## src/rtl/bootmem_ctrl.sv

```systemverilog
// Boot memory controller: fixed boot image in the low ROM_WORDS words and
// scratch RAM above it. The RAM is zero-cleared after every reset, one word
// per cycle. Reads are registered, with a one-cycle latency and an rvalid strobe.
// Writes to the image region are refused and set a sticky err flag.
// Optional feature: define BOOTMEM_PATCH_EN to add the patch_unlock port and a
// single-word patch slot. An unlocked write into the image region fills the slot,
// and later reads of that address return the patched word.
module bootmem_ctrl #(
    parameter int DW        = 16,
    parameter int AW        = 5,
    parameter int ROM_WORDS = 8
) (
    input  logic          clk,
    input  logic          rst,
    input  logic          cs,
    input  logic          we,
    input  logic [AW-1:0] addr,
    input  logic [DW-1:0] din,
    input  logic          clr_err,
`ifdef BOOTMEM_PATCH_EN
    input  logic          patch_unlock,
`endif
    output logic          ready,
    output logic [DW-1:0] dout,
    output logic          rvalid,
    output logic          err
);

    localparam int            DEPTH   = 1 << AW;
    localparam logic [AW-1:0] ROM_LIM = AW'(ROM_WORDS);
    localparam logic [AW-1:0] LAST    = AW'(DEPTH - 1);

    typedef enum logic {S_CLEAR, S_IDLE} state_t;

    state_t        state;
    logic [AW-1:0] clr_ptr;

    // The entries below ROM_LIM are never written or read. Keeping the array
    // at full depth lets addr index it directly.
    logic [DW-1:0] mem [0:DEPTH-1];

    logic          rd_acc;
    logic          wr_ram;
    logic          wr_rom;
    logic          err_set;
    logic          clr_we;
    logic [DW-1:0] rd_word;

`ifdef BOOTMEM_PATCH_EN
    logic          patch_vld;
    logic [AW-1:0] patch_addr;
    logic [DW-1:0] patch_data;
    logic          patch_ld;
`endif

    // Fixed boot image. The word is zero-extended above bit 15, and words past
    // the listed entries read as zero.
    function automatic logic [DW-1:0] rom_word(input logic [AW-1:0] a);
        logic [15:0]   v;
        logic [DW-1:0] w;
        case (int'(a))
            0:       v = 16'hF200;
            1:       v = 16'h4000;
            2:       v = 16'hF800;
            3:       v = 16'h1007;
            4:       v = 16'hF400;
            5:       v = 16'h3007;
            6:       v = 16'h4000;
            default: v = 16'h0000;
        endcase
        w       = '0;
        w[15:0] = v;
        return w;
    endfunction

    // Request decode and read-data selection.
    // A request that coincides with reset is never accepted.
    always_comb begin
        rd_acc  = cs & ready & ~rst & ~we;
        wr_ram  = cs & ready & ~rst & we & (addr >= ROM_LIM);
        wr_rom  = cs & ready & ~rst & we & (addr < ROM_LIM);
        clr_we  = (state == S_CLEAR) & ~rst;
`ifdef BOOTMEM_PATCH_EN
        patch_ld = wr_rom & patch_unlock;
        err_set  = wr_rom & ~patch_unlock;
`else
        err_set  = wr_rom;
`endif
        rd_word = mem[addr];
        if (addr < ROM_LIM) begin
            rd_word = rom_word(addr);
`ifdef BOOTMEM_PATCH_EN
            if (patch_vld && (addr == patch_addr))
                rd_word = patch_data;
`endif
        end
    end

    // Control: clear sequencer, handshake, read strobe/data and error flag.
    always_ff @(posedge clk) begin
        if (rst) begin
            state   <= S_CLEAR;
            clr_ptr <= ROM_LIM;
            ready   <= 1'b0;
            rvalid  <= 1'b0;
            dout    <= '0;
            err     <= 1'b0;
`ifdef BOOTMEM_PATCH_EN
            patch_vld <= 1'b0;
`endif
        end else begin
            rvalid <= rd_acc;
            if (rd_acc)
                dout <= rd_word;
            // A new violation wins over a simultaneous clear.
            if (err_set)
                err <= 1'b1;
            else if (clr_err)
                err <= 1'b0;
`ifdef BOOTMEM_PATCH_EN
            if (patch_ld)
                patch_vld <= 1'b1;
`endif
            case (state)
                S_CLEAR: begin
                    if (clr_ptr == LAST) begin
                        state <= S_IDLE;
                        ready <= 1'b1;
                    end else begin
                        clr_ptr <= clr_ptr + AW'(1);
                    end
                end
                default: ;
            endcase
        end
    end

    // RAM write port: the clear sequencer has priority over bus writes.
    always_ff @(posedge clk) begin
        if (clr_we)
            mem[clr_ptr] <= '0;
        else if (wr_ram)
            mem[addr] <= din;
    end

`ifdef BOOTMEM_PATCH_EN
    // Patch slot contents. Only patch_vld is reset.
    always_ff @(posedge clk) begin
        if (patch_ld) begin
            patch_addr <= addr;
            patch_data <= din;
        end
    end
`endif

endmodule

```

## config.mk

```make
export PLATFORM = sky130hd
export DESIGN_NAME = bootmem_ctrl
export DESIGN_NICKNAME = d
export VERILOG_FILES = /design/src/rtl/bootmem_ctrl.sv
export SDC_FILE = /design/constraint.sdc
export NUM_CORES = 1
export LEC_CHECK = 0
export ABC_CLOCK_PERIOD_IN_PS = 3300
export CAP_MARGIN = 20
export CORE_UTILIZATION = 40
export CTS_CLUSTER_SIZE = 25
export DETAILED_ROUTE_END_ITERATION = 16
export PLACE_DENSITY = 0.54
export SETUP_SLACK_MARGIN = 0.1
export SLEW_MARGIN = 25
export SYNTH_ARGS = -nofsm -noshare
export SYNTH_HDL_FRONTEND = slang
export SYNTH_SLANG_ARGS = --single-unit
```

## constraint.sdc

```tcl
create_clock -name clk -period 3.3 [get_ports clk]
set_input_delay 0.66 -clock clk [delete_from_list [all_inputs] [get_ports clk]]
set_output_delay 0.66 -clock clk [all_outputs]
set_load 0.03 [all_outputs]
```

=== Yosys cells after proc, flatten, opt, wreduce, memory -nomap -nowiden ===
Memory sizes are Yosys's and may differ from the RTL's.
Index checks and enable logic that the tools add are counted.

* Register bits after elaboration: 25
* Latch bits: 0
* Memory bits (writable): 512
* Memory bits (read-only): 0
* Bits of input ports: 26
* Output and inout bits: 19
* Word-level logic and storage cells: 48
* Memories: 1

* $add $sub $neg: 1
* Multiply operators: 0
* Div/mod/pow operators: 0
* Order comparisons: 2
* Eq/ne operators: 7
* Shift operators: 0
* Multiplexer cells: 14
* Bitwise logic cells: 11
* Reductions and logical operators: 6

{| class="wikitable"
|+ Memories
! memory !! words !! width !! rd ports !! clocked after Yosys merged registers in !! write ports !! RTL line !! source
|-
| mem || 32 || 16 || 1 || 0 || 1 || 40 || <nowiki>logic [DW-1:0] mem [0:DEPTH-1];</nowiki>
|}

{| class="wikitable"
|+ Operator list
! cell !! number
|-
| case mux 16 bit (6 select lines) || 1
|-
| 2-to-1 mux 16 bit || 2
|-
| OR reduction 16 bit || 1
|-
| equality test 5 x 3 -> 1 bit, second input constant || 3
|-
| equality test 5 x 2 -> 1 bit, second input constant || 2
|-
| 2-to-1 mux 1 bit || 10
|-
| bitwise AND 1 bit || 7
|-
| adder 5 x 1 -> 5 bit, second input constant || 1
|-
| equality test 5 x 1 -> 1 bit, second input constant || 1
|-
| equality test 5 bit, second input constant || 1
|-
| greater-or-equal comparator 5 x 4 -> 1 bit, second input constant || 1
|-
| zero test 5 bit || 1
|-
| less-than comparator 5 x 4 -> 1 bit, second input constant || 1
|-
| 2-to-1 mux 5 bit || 1
|-
| inverter 1 bit || 4
|-
| AND reduction 2 bit || 2
|-
| nonzero test 2 bit || 1
|-
| OR reduction 2 bit || 1
|}

=== Longest topological paths before layout ===
Gate-level depths: netlist of run 1.

* Depth after elaboration: 9
* Depth in mapped cells: 8
* Depth with buffers taken out: 7

=== Worst setup path before layout of run 1 ===
Ideal clock, no wire load.

* Path kind: input-to-reg
* From: in addr[3]
* To: mem mem[22][0], enable pin
* Setup time: 0.390 ns
* Arrival: 2.448 ns
* Data required time: 2.910 ns
* Setup slack: 0.461 ns
* Stages: 7
* Buffers on the path: 2
* Path through: buf_4 -> nor2_4 -> or4_4 -> buf_6 -> nor2_8 -> a22oi_2 -> nor2b_1

* Longest elaborated chain between the ends: 7
* Elaborated cells on any way between the ends: 8
* Classes of those cells: 1 x order compare; 5 x mux; 1 x bitwise; 1 x reduce/logical

{| class="wikitable"
|+ RTL lines
! what !! RTL line !! source
|-
| start, declared || 17 || <nowiki>input logic [AW-1:0] addr,</nowiki>
|-
| greater-or-equal comparator 5 x 4 -> 1 bit || 80 || <nowiki>wr_ram = cs & ready & ~rst & we & (addr >= ROM_LIM);</nowiki>
|-
| bitwise AND 1 bit || 80 ||
|-
| 2-to-1 mux 1 bit || 142 || <nowiki>else if (wr_ram)</nowiki>
|-
| 2-to-1 mux 1 bit || 140 || <nowiki>if (clr_we)</nowiki>
|-
| 2-to-1 mux 1 bit (not written as such) || 143 || <nowiki>mem[addr] <= din;</nowiki>
|-
| OR reduction 16 bit (no source line) || -- ||
|-
| 2-to-1 mux 5 bit (no source line) / 2-to-1 mux 1 bit (equally long branches) || -- ||
|-
| end, declared || 40 ||
|}

Several ways; a longest one is shown, not always the timed one.

=== Final worst setup path of run 1 ===
* From: in addr[3]
* To: mem mem[21][6], enable pin

Same word-level chain as after synthesis.

==> metrics, run 1 <==
post-synth design cell area 16500 um2; CP Max Fanout 16; startpoint types input port; status finished, final reports clean; Post-synth EDFFs 384; worst r2r path cells 6; Hold Path Class reg -> reg; slowest CP cell nor2b_2; # nets final 1108; Total Wirelength around 40000 um; max-cap viol count 0; DRC violations left 0; CP endpoint kind flip-flop; Worst path max stage delay between 800 and 900 ps; main flop type after synthesis edfxtp_1; Final Util between 40% and 50%; H-Tree Level Count 2; max_slew headroom 31.9%; DIE HEIGHT around 200 um; Tmin final around 3000 ps; number of inserted diodes 0; Detailed Place HPWL roughly 26000 um; fin worst setup slack between 200 and 300 ps; CP Data Arrival Time about 3200 ps; share of the synthesized area in the top cell type a little over two thirds; row count 73; initial DRC count around 880; Final Setup Violations 0; # resized after CTS 0; Max VDD drop between 0.3 and 0.4 mV; largest net degree at the start of global routing 47; pre-CTS setup slack -290 ps; RSZ-0062 raised after global routing false; Worst-Skew Late Latency approximately 560 ps; Routed Antenna Nets 0; Power Density around 570 nW/um2; total vias in the final route approximately 9000; leading post-synthesis cells by cell area edfxtp_1, mux2i_1, a22oi_1; GRT Overall Usage ~20%; area of the die 42000 um2; Area after DPL about 18000 um2; area growth from synthesis to layout 17.6%; GP Congestion 0.841; Syn Inst Count slightly below 1000; most instantiated cells after synthesis edfxtp_1, mux2i_1, a22oi_1, nor2_1, dfxtp_1; clock skew about 30 ps; Yosys warning total 0; register area share after synthesis between 70% and 80%; Post-CTS Setup Bufs 0; routed vias/inst around 5.5; #FFs+latches synth slightly above 400; Ports 45; Post-Syn Area per Cell about 17 um2; layout cells sized above 1 around 18%; CTS tree yes; WHS ~500 ps; Root Driver clkbuf_16; DR pass1 iterations 5; Final Hold Fails 0; Min-Delay Path Depth 2; # hold bufs at CTS 0; count leader, synth edfxtp_1; Clock Path Buffers 3; die width roughly 200 um; vias in the first global route between 9000 and 10000; CP cell instances clkdlybuf4s50_1, nor2_4, or4_4, buf_4, nand2_1, o32ai_1, nor2b_2; initial antenna violation count 0; CTS sink cnt roughly 410; Worst-Margin Slew ~1000 ps; Slew Viols, Final 0; Netlist cell types between 50 and 60; IO Port Bufs 44; fin crit share approximately nine tenths; CP Class in -> reg; syn_nets around 990; total gr overflow 0; post-synth top area cell edfxtp_1; final non-filler cell total ~1600; Data required, critical path ~3500 ps; Max Clock Freq between 300 and 400 MHz; TritonCTS Buffers 43; async set-reset flop share out of synthesis 0%; Final Instance Area 19400 um2; first-pass GRT wire length between 50000 and 60000 um; Lkg Pwr 7.46 nW; Reg clk slew, reported paths 60 ps; drt wl/cell about 24 um; core area 40200 um2; Starting Density between 40% and 50%; Placed Instances ~1600
-- sequential cells by signal, summed over array words and instances, names as in the netlist --
name,flops
state,1
clr_ptr,5
mem,384
rvalid,1
ready,1
err,1
dout,16
-- per-stage QoR --
step,TNS [ps],power (mW)
2_1_floorplan,0,6.07
3_3_place_gp,-32590,6.24
3_5_place_dp,-34980,6.25
4_1_cts,0,11.1
5_1_grt,0,11.3
6_report,0,11.0
-- where the power goes --
group	internal, mW	total [mW]	switching [mW]
Combinational	0.201	0.499	0.298
Sequential	5.63	5.64	0.0133
Clock	2.89	4.85	1.96
Total	8.72	11.0	2.27
-- worst max-delay path, delay by kind of cell --
kind            cells  cell delay, ps
buf+inv             2             710
simple gates        4            1340
compound gates      1             470
-- metal layers --
| metal | global-route usage [%] | share of wire [%] |
|---|---|---|
| met5 | 0 | 0 |
| met4 | 4.74 | 1.7 |
| met3 | 3.09 | 4.5 |
| met2 | 31.7 | 48 |
| met1 | 27.5 | 46 |
-- placed cells by master, fill, tap and decap left out, types with 3 or more instances in the layout --
| master | netlist | final |
|---|---|---|
| clkbuf_1 | 12 | 6 |
| nor2_1 | 38 | 17 |
| o21ai_0 | 8 | 8 |
| and3_1 | 9 | 9 |
| inv_1 | 3 | 3 |
| nand2b_1 | 5 | 5 |
| clkdlybuf4s50_1 | 0 | 43 |
| and2_1 | 19 | 19 |
| a311oi_1 | 8 | 8 |
| o32ai_1 | 3 | 3 |
| clkinvlp_4 | 0 | 3 |
| nand3_1 | 19 | 19 |
| nor2b_2 | 0 | 4 |
| buf_12 | 2 | 8 |
| mux2i_1 | 183 | 183 |
| clkbuf_16 | 0 | 43 |
| a22o_1 | 8 | 8 |
| a22oi_1 | 77 | 77 |
| clkinv_2 | 0 | 10 |
| nand2_1 | 16 | 16 |
| nor2b_1 | 13 | 7 |
| clkbuf_8 | 0 | 4 |
| bufinv_16 | 0 | 5 |
| o21bai_1 | 7 | 7 |
| nor2_4 | 1 | 8 |
| a31oi_1 | 22 | 22 |
| buf_4 | 9 | 79 |
| edfxtp_1 | 384 | 384 |
| a21oi_1 | 9 | 9 |
| clkinv_1 | 0 | 5 |
| dfxtp_1 | 25 | 25 |
| nor2_2 | 0 | 14 |
| nor3_1 | 8 | 8 |
| mux4_2 | 3 | 3 |
| inv_6 | 0 | 3 |
| nand4_1 | 3 | 3 |
-- path summary, 6_finish.rpt --
path | slack, ps | startpoint | to
worst max register to register | 600 | state | mem[21][6]
worst min register to register | 510 | dout[4] | dout[4]
worst max-delay path | 270 | addr[3] | mem[21][6]
worst min-delay path | 510 | dout[4] | dout[4]
-- final cells by class --
class,count,area [um2]
fillers,3400,20800
flip-flops and latches,409,12000
multi-input cells,491,4050
repair buffers,131,1200
clock buffers,53,1150
well taps,525,657
clock inverters,27,277
inverters,4,15.0
-- cells by family (layout without fill, tap and decap cells) --
kind of cell	count (synthesis)	in the layout	synth area share [%]
flip-flops	409	409	73.0
multiplexers	189	189	11.9
AO/OA/AOI/OAI	157	157	7.14
AND/OR/NAND/NOR	140	140	4.46
buffers and inverters	63	215	3.17
XOR/XNOR	3	3	0.159
adder cells (fa/ha/maj)	2	2	0.152
No activity file was read; power rests on OpenSTA's default activity.
==> run 2: changes to the inputs <==
- CELL_PAD_IN_SITES_DETAIL_PLACEMENT: not set -> 1
- CELL_PAD_IN_SITES_GLOBAL_PLACEMENT: not set -> 1
- PLACE_DENSITY: 0.54 -> 0.6
==> run 2 against run 1 <==
Critical path depth stayed put. Critical endpoint is now mem[19][0]. Final area up 1.2%. Sequential share of layout area shrank 0.72 points. Largest power group unchanged. Largest cell class unchanged. Combinational power is 4.6% higher.
==> metrics, run 2 (synthesis results as in run 1) <==
row count 73 (unchanged); WP buf/inv 3 (+1); # nets final 1122 (+1.3%); Final Util 48.8% (+0.57 points); IO Port Bufs 44 (unchanged); layout cells sized above 1 18.8% (+0.93 points); RSZ-0062 raised after global routing false; H-Tree Level Count 2 (unchanged); CP Max Fanout 16 (unchanged); GP Congestion 0.863 (+2.6%); Final Hold Fails 0 (unchanged); Largest register FFs 384 (unchanged); CTS sink cnt 409 (unchanged); Clock Path Buffers 3 (unchanged); Critical Path Most Common Cell buf_4; Reg clk slew, reported paths 60 ps (about the same); core area 40200 um2 (unchanged); Detailed Place HPWL 29400 um (+14%); clock skew 28.3 ps (-1.46 ps); Starting Density 41.0% (unchanged); Worst-Margin Slew 1030 ps (+11.2 ps); drt wl/cell 26.6 um (+8.9%); DIE HEIGHT 205 um (unchanged); max-cap viol count 0 (unchanged); Slew Viols, Final 0 (unchanged); Lkg Pwr 7.58 nW (+1.6%); first-pass GRT wire length 64800 um (+8.9%); most frequent cells in the layout edfxtp_1, mux2i_1, buf_4; total negative slack 0 ps (unchanged); Power Density 564 nW/um2 (-0.65%); CP Data Arrival Time 2980 ps (-210 ps); Max Clock Freq 357 MHz (+8.0%); CP cell instances clkdlybuf4s50_1, buf_4, nor2_4, nor4_2, a31oi_1, buf_4, nor2_2; Area after DPL 18100 um2 (+1.2%); Hold Path Class reg -> reg; Worst path max stage delay 790 ps (-90 ps); Total Wirelength 44000 um (+9.9%); CTS tree yes; # resized after CTS 0 (unchanged); number of inserted diodes 0 (unchanged); initial DRC count 587 (-33%); area of the die 42000 um2 (unchanged); Final Instance Area 19600 um2 (+1.2%); CP endpoint kind flip-flop; startpoint types input port; TritonCTS Buffers 45 (+4.7%); Tmin final 2800 ps (-223 ps); Data required, critical path 3480 ps (about the same); Final Setup Violations 0 (unchanged); status finished, final reports clean; routed vias/inst 5.53 (+1.1%); DRC violations left 0 (unchanged); critical path's top delay family simple AND/OR/NAND/NOR gates; Most flops, register mem; Top Registers mem (384), dout (16), clr_ptr (5); Worst-Skew Late Latency 580 ps (+20 ps); total gr overflow 0 (unchanged); total vias in the final route 9143 (+1.9%); Root Driver clkbuf_16; Routed Antenna Nets 0 (unchanged); die width 205 um (unchanged); largest net degree at the start of global routing 46 (-2.1%); fin crit share 84.9% (-6.8 points); area growth from synthesis to layout 19.0%; initial antenna violation count 1 (+1); Ports 45 (unchanged); GRT Overall Usage 21.6% (+2.1 points); commonest non-fill, non-tap cell in the layout edfxtp_1; max_slew headroom 31.1% (-0.75 points); Max VDD drop 0.331 mV (-6.5%); # hold bufs at CTS 0 (unchanged); slowest CP cell nor2_2; vias in the first global route 9627 (+6.1%); Post-CTS Setup Bufs 0 (unchanged); CP Class in -> reg; DR pass1 iterations 5 (unchanged)
==> run 2: area by class of cell <==
cell class	instances	area, um2
Timing Repair Buffer	143	1430
Fill cell	3804	20600
Inverter	4	15.0
Clock inverter	18	149
Multi-Input combinational cell	491	4030
Clock buffer	64	1300
Tap cell	525	657
Sequential cell	409	12000
==> run 2: path summary, 6_finish.rpt <==
path                              start    endpoint  slack, ps  cells past startpoint
worst min-delay path                err         err        480                      2
worst min register to register      err         err        480                      2
worst max-delay path            addr[3]  mem[19][0]        500                      7
worst max register to register    state  mem[19][0]        650                      5
==> run 2: where the power goes <==
part,leakage [nW],internal [mW],switching (mW)
Combinational,2.40,0.213,0.309
Clock,0.723,2.90,1.98
Sequential,4.45,5.63,0.0150
Total,7.58,8.75,2.31
==> run 2: routing by layer <==
metal,vias to the layer above,global-route usage [%],wire length (um)
met5,-,0,0
met4,0,8.12,1340
met3,70,3.31,1840
met2,217,35.1,21400
met1,4745,29.4,19500
li1,4111,-,-
==> run 2: metrics by stage <==
step	hold WS, ps	setup slack, ps	total power [mW]	instances
2_1_floorplan	530	461	6.07	963
3_3_place_gp	465	58.8	6.27	1572
3_5_place_dp	476	27.8	6.28	1572
4_1_cts	484	604	11.2	1654
5_1_grt	512	402	11.4	1654
6_report	477	497	11.1	1654
==> run 2: worst min-delay path: cells and delay by family (launching register included) <==
kind / cells / cell delay, ps
AOI/OAI and AO/OA: 1 / 60
DFF: 1 / 310
and+or+nand+nor: 1 / 70
==> run 3: changes to the inputs <==
- ABC_CLOCK_PERIOD_IN_PS: 3300 -> 2700
- clock period: 3.3 -> 2.7 ns (I/O delays scaled with it)
==> run 3 against run 2 <==
Register-to-register slack worse by 310 ps. Sequential share of layout area is 1.5 points lower. Combinational power is 34% higher. Critical path type unchanged. Worst setup slack worse by 400 ps. Critical path depth stayed put. Final area is 2.4% higher. Die area stayed put. Power is 21% higher. Hold slack hardly changed.
==> metrics, run 3 (synthesis results as in run 1) <==
routed vias/inst 5.55 (+0.42%); Tmin final ~2600 ps; Final Hold Fails 0 (unchanged); Placed Instances 1610 (+2.4%); CP Max Fanout 16 (unchanged); Root Driver clkbuf_16; startpoint types input port; status finished, final reports clean; Critical Path Most Common Cell buf_4; total vias in the final route 9381 (+2.6%); Area after DPL 18700 um2 (+2.9%); Slew Viols, Final 0 (unchanged); CTS tree yes; drt wl/cell 27.4 um (+2.8%); FF-to-FF setup slack 340 ps (-310 ps); CP Class in -> reg; max-cap viol count 0 (unchanged); worst min-delay path startpoint err; row count 73 (unchanged); Max VDD drop 0.513 mV (+55%); Ports 45 (unchanged); worst hold path endpoint err; CTS sink cnt 409 (unchanged); clock skew 30.8 ps (+2.51 ps); Worst-Skew Late Latency 550 ps (-30 ps); critical path's top delay family buffers and inverters; RSZ-0062 raised after global routing true; Layout fillers 3819 (+0.39%); Starting Density 41.0% (unchanged); fin crit share between 90% and 100%; number of inserted diodes 0 (unchanged); # resized after CTS 2 (+2); GRT Overall Usage 22.6% (+0.92 points); Power Density 666 nW/um2 (+18%); DIE HEIGHT 205 um (unchanged); Hold Path Class reg -> reg; IO Port Bufs 44 (unchanged); most frequent cells in the layout edfxtp_1, mux2i_1, buf_4; Max Clock Freq ~380 MHz; Min-Delay Path Depth 2 (unchanged); commonest non-fill, non-tap cell in the layout edfxtp_1; WP buf/inv 4 (+1); die width 205 um (unchanged); R2R Path Start ready; Post-CTS Setup Bufs 0 (unchanged); # hold bufs at CTS 0 (unchanged); Routed Antenna Nets 0 (unchanged); H-Tree Level Count 2 (unchanged); final non-filler cell total 1690 (+2.2%); worst r2r path cells 6 (+1); Data required, critical path 2870 ps (-610 ps); Total Wirelength 46300 um (+5.1%); CP endpoint kind flip-flop; Top Registers mem (384), dout (16), clr_ptr (5); layout cells sized above 1 20.6% (+1.8 points); largest net degree at the start of global routing 38 (-17%); first-pass GRT wire length 67400 um (+4.0%); end of the worst register-to-register path mem[29][2]; Detailed Place HPWL 30700 um (+4.3%); max_slew headroom 40.8% (+9.6 points); area of the die 42000 um2 (unchanged); area growth from synthesis to layout 21.9%; # nets final 1159 (+3.3%); initial DRC count 629 (+7.2%); DR pass1 iterations 5 (unchanged); WHS 478 ps (+0.427 ps); Worst-Margin Slew 888 ps (-144 ps); Reg clk slew, reported paths 60 ps (about the same); GP Congestion 0.836 (-3.1%); TritonCTS Buffers 44 (-2.2%); total gr overflow 0 (unchanged); Lkg Pwr 7.77 nW (+2.5%); vias in the first global route 9693 (+0.69%); Worst path max stage delay 690 ps (-100 ps); slowest CP cell nor2_2; CP Data Arrival Time 2770 ps (-210 ps); core area 40200 um2 (unchanged); Clock Path Buffers 3 (unchanged); initial antenna violation count 0 (-1); DRC violations left 0 (unchanged); Largest register FFs 384 (unchanged); Final Setup Violations 0 (unchanged); Most flops, register mem; Final Instance Area 20100 um2 (+2.4%); CP cell instances clkdlybuf4s50_1, buf_4, nor4_1, buf_4, a32oi_2, buf_4, nor2_2
-- run 3: cell types whose count changed in the layout (fill, tap and decap cells not counted), sizes merged --
| cell | previous run | this run |
|---|---|---|
| buf | 100 | 138 |
| clkbuf | 64 | 65 |
| clkinv | 13 | 12 |
| clkinvlp | 0 | 1 |
| inv | 7 | 4 |
-- run 3: worst min-delay path: stages (launching register included) --
cell      delay (ps)
dfxtp_1          310
nand2b_1          70
a21oi_1           60
-- run 3: area by class of cell --
type,instances,area (um2),share of cell area (%)
Clock buffer,65,1250,6.24
Tap cell,525,657,3.27
Timing Repair Buffer,181,1950,9.71
Multi-Input combinational cell,491,4050,20.1
Sequential cell,409,12000,59.9
Clock inverter,15,134,0.667
Inverter,4,15.0,0.0748
-- run 3: power by group --
part | internal (mW) | switching [mW] | total (mW)
Combinational | 0.305 | 0.394 | 0.699
Sequential | 6.88 | 0.0178 | 6.90
Clock | 3.40 | 2.37 | 5.77
-- run 3: through the flow --
step	power [mW]	TNS (ps)	utilization, %	worst slack (ps)
floorplan	7.42	0	-	16.7
global placement	7.72	-97280	46.5	-430
detailed placement	7.73	-106350	46.5	-486
CTS	13.5	0	49.9	108
global route	13.7	-82.9	50.0	-8.65
finish	13.4	0	50.0	92.5
-- run 3: worst max path at each step --
stage | from | cells after the start | slack (ps) | end
2_1_floorplan | addr[3] | 7 | 20 | mem[10][0]
3_3_place_gp | rst | 6 | -430 | mem[21][7]
3_5_place_dp | rst | 6 | -490 | mem[13][6]
4_1_cts | cs | 7 | 110 | mem[15][12]
5_1_grt | cs | 7 | -9 | mem[29][7]
6_report | rst | 7 | 90 | mem[25][13]
-- run 3: metal layers --
layer,share of wire (%),vias to the layer above,track usage (%),routed length [um]
li1,-,4172,-,-
met1,44,4929,30.7,20400
met2,50,235,38.0,23000
met3,4.8,45,3.66,2200
met4,1.5,0,4.84,691
met5,0,-,0,0
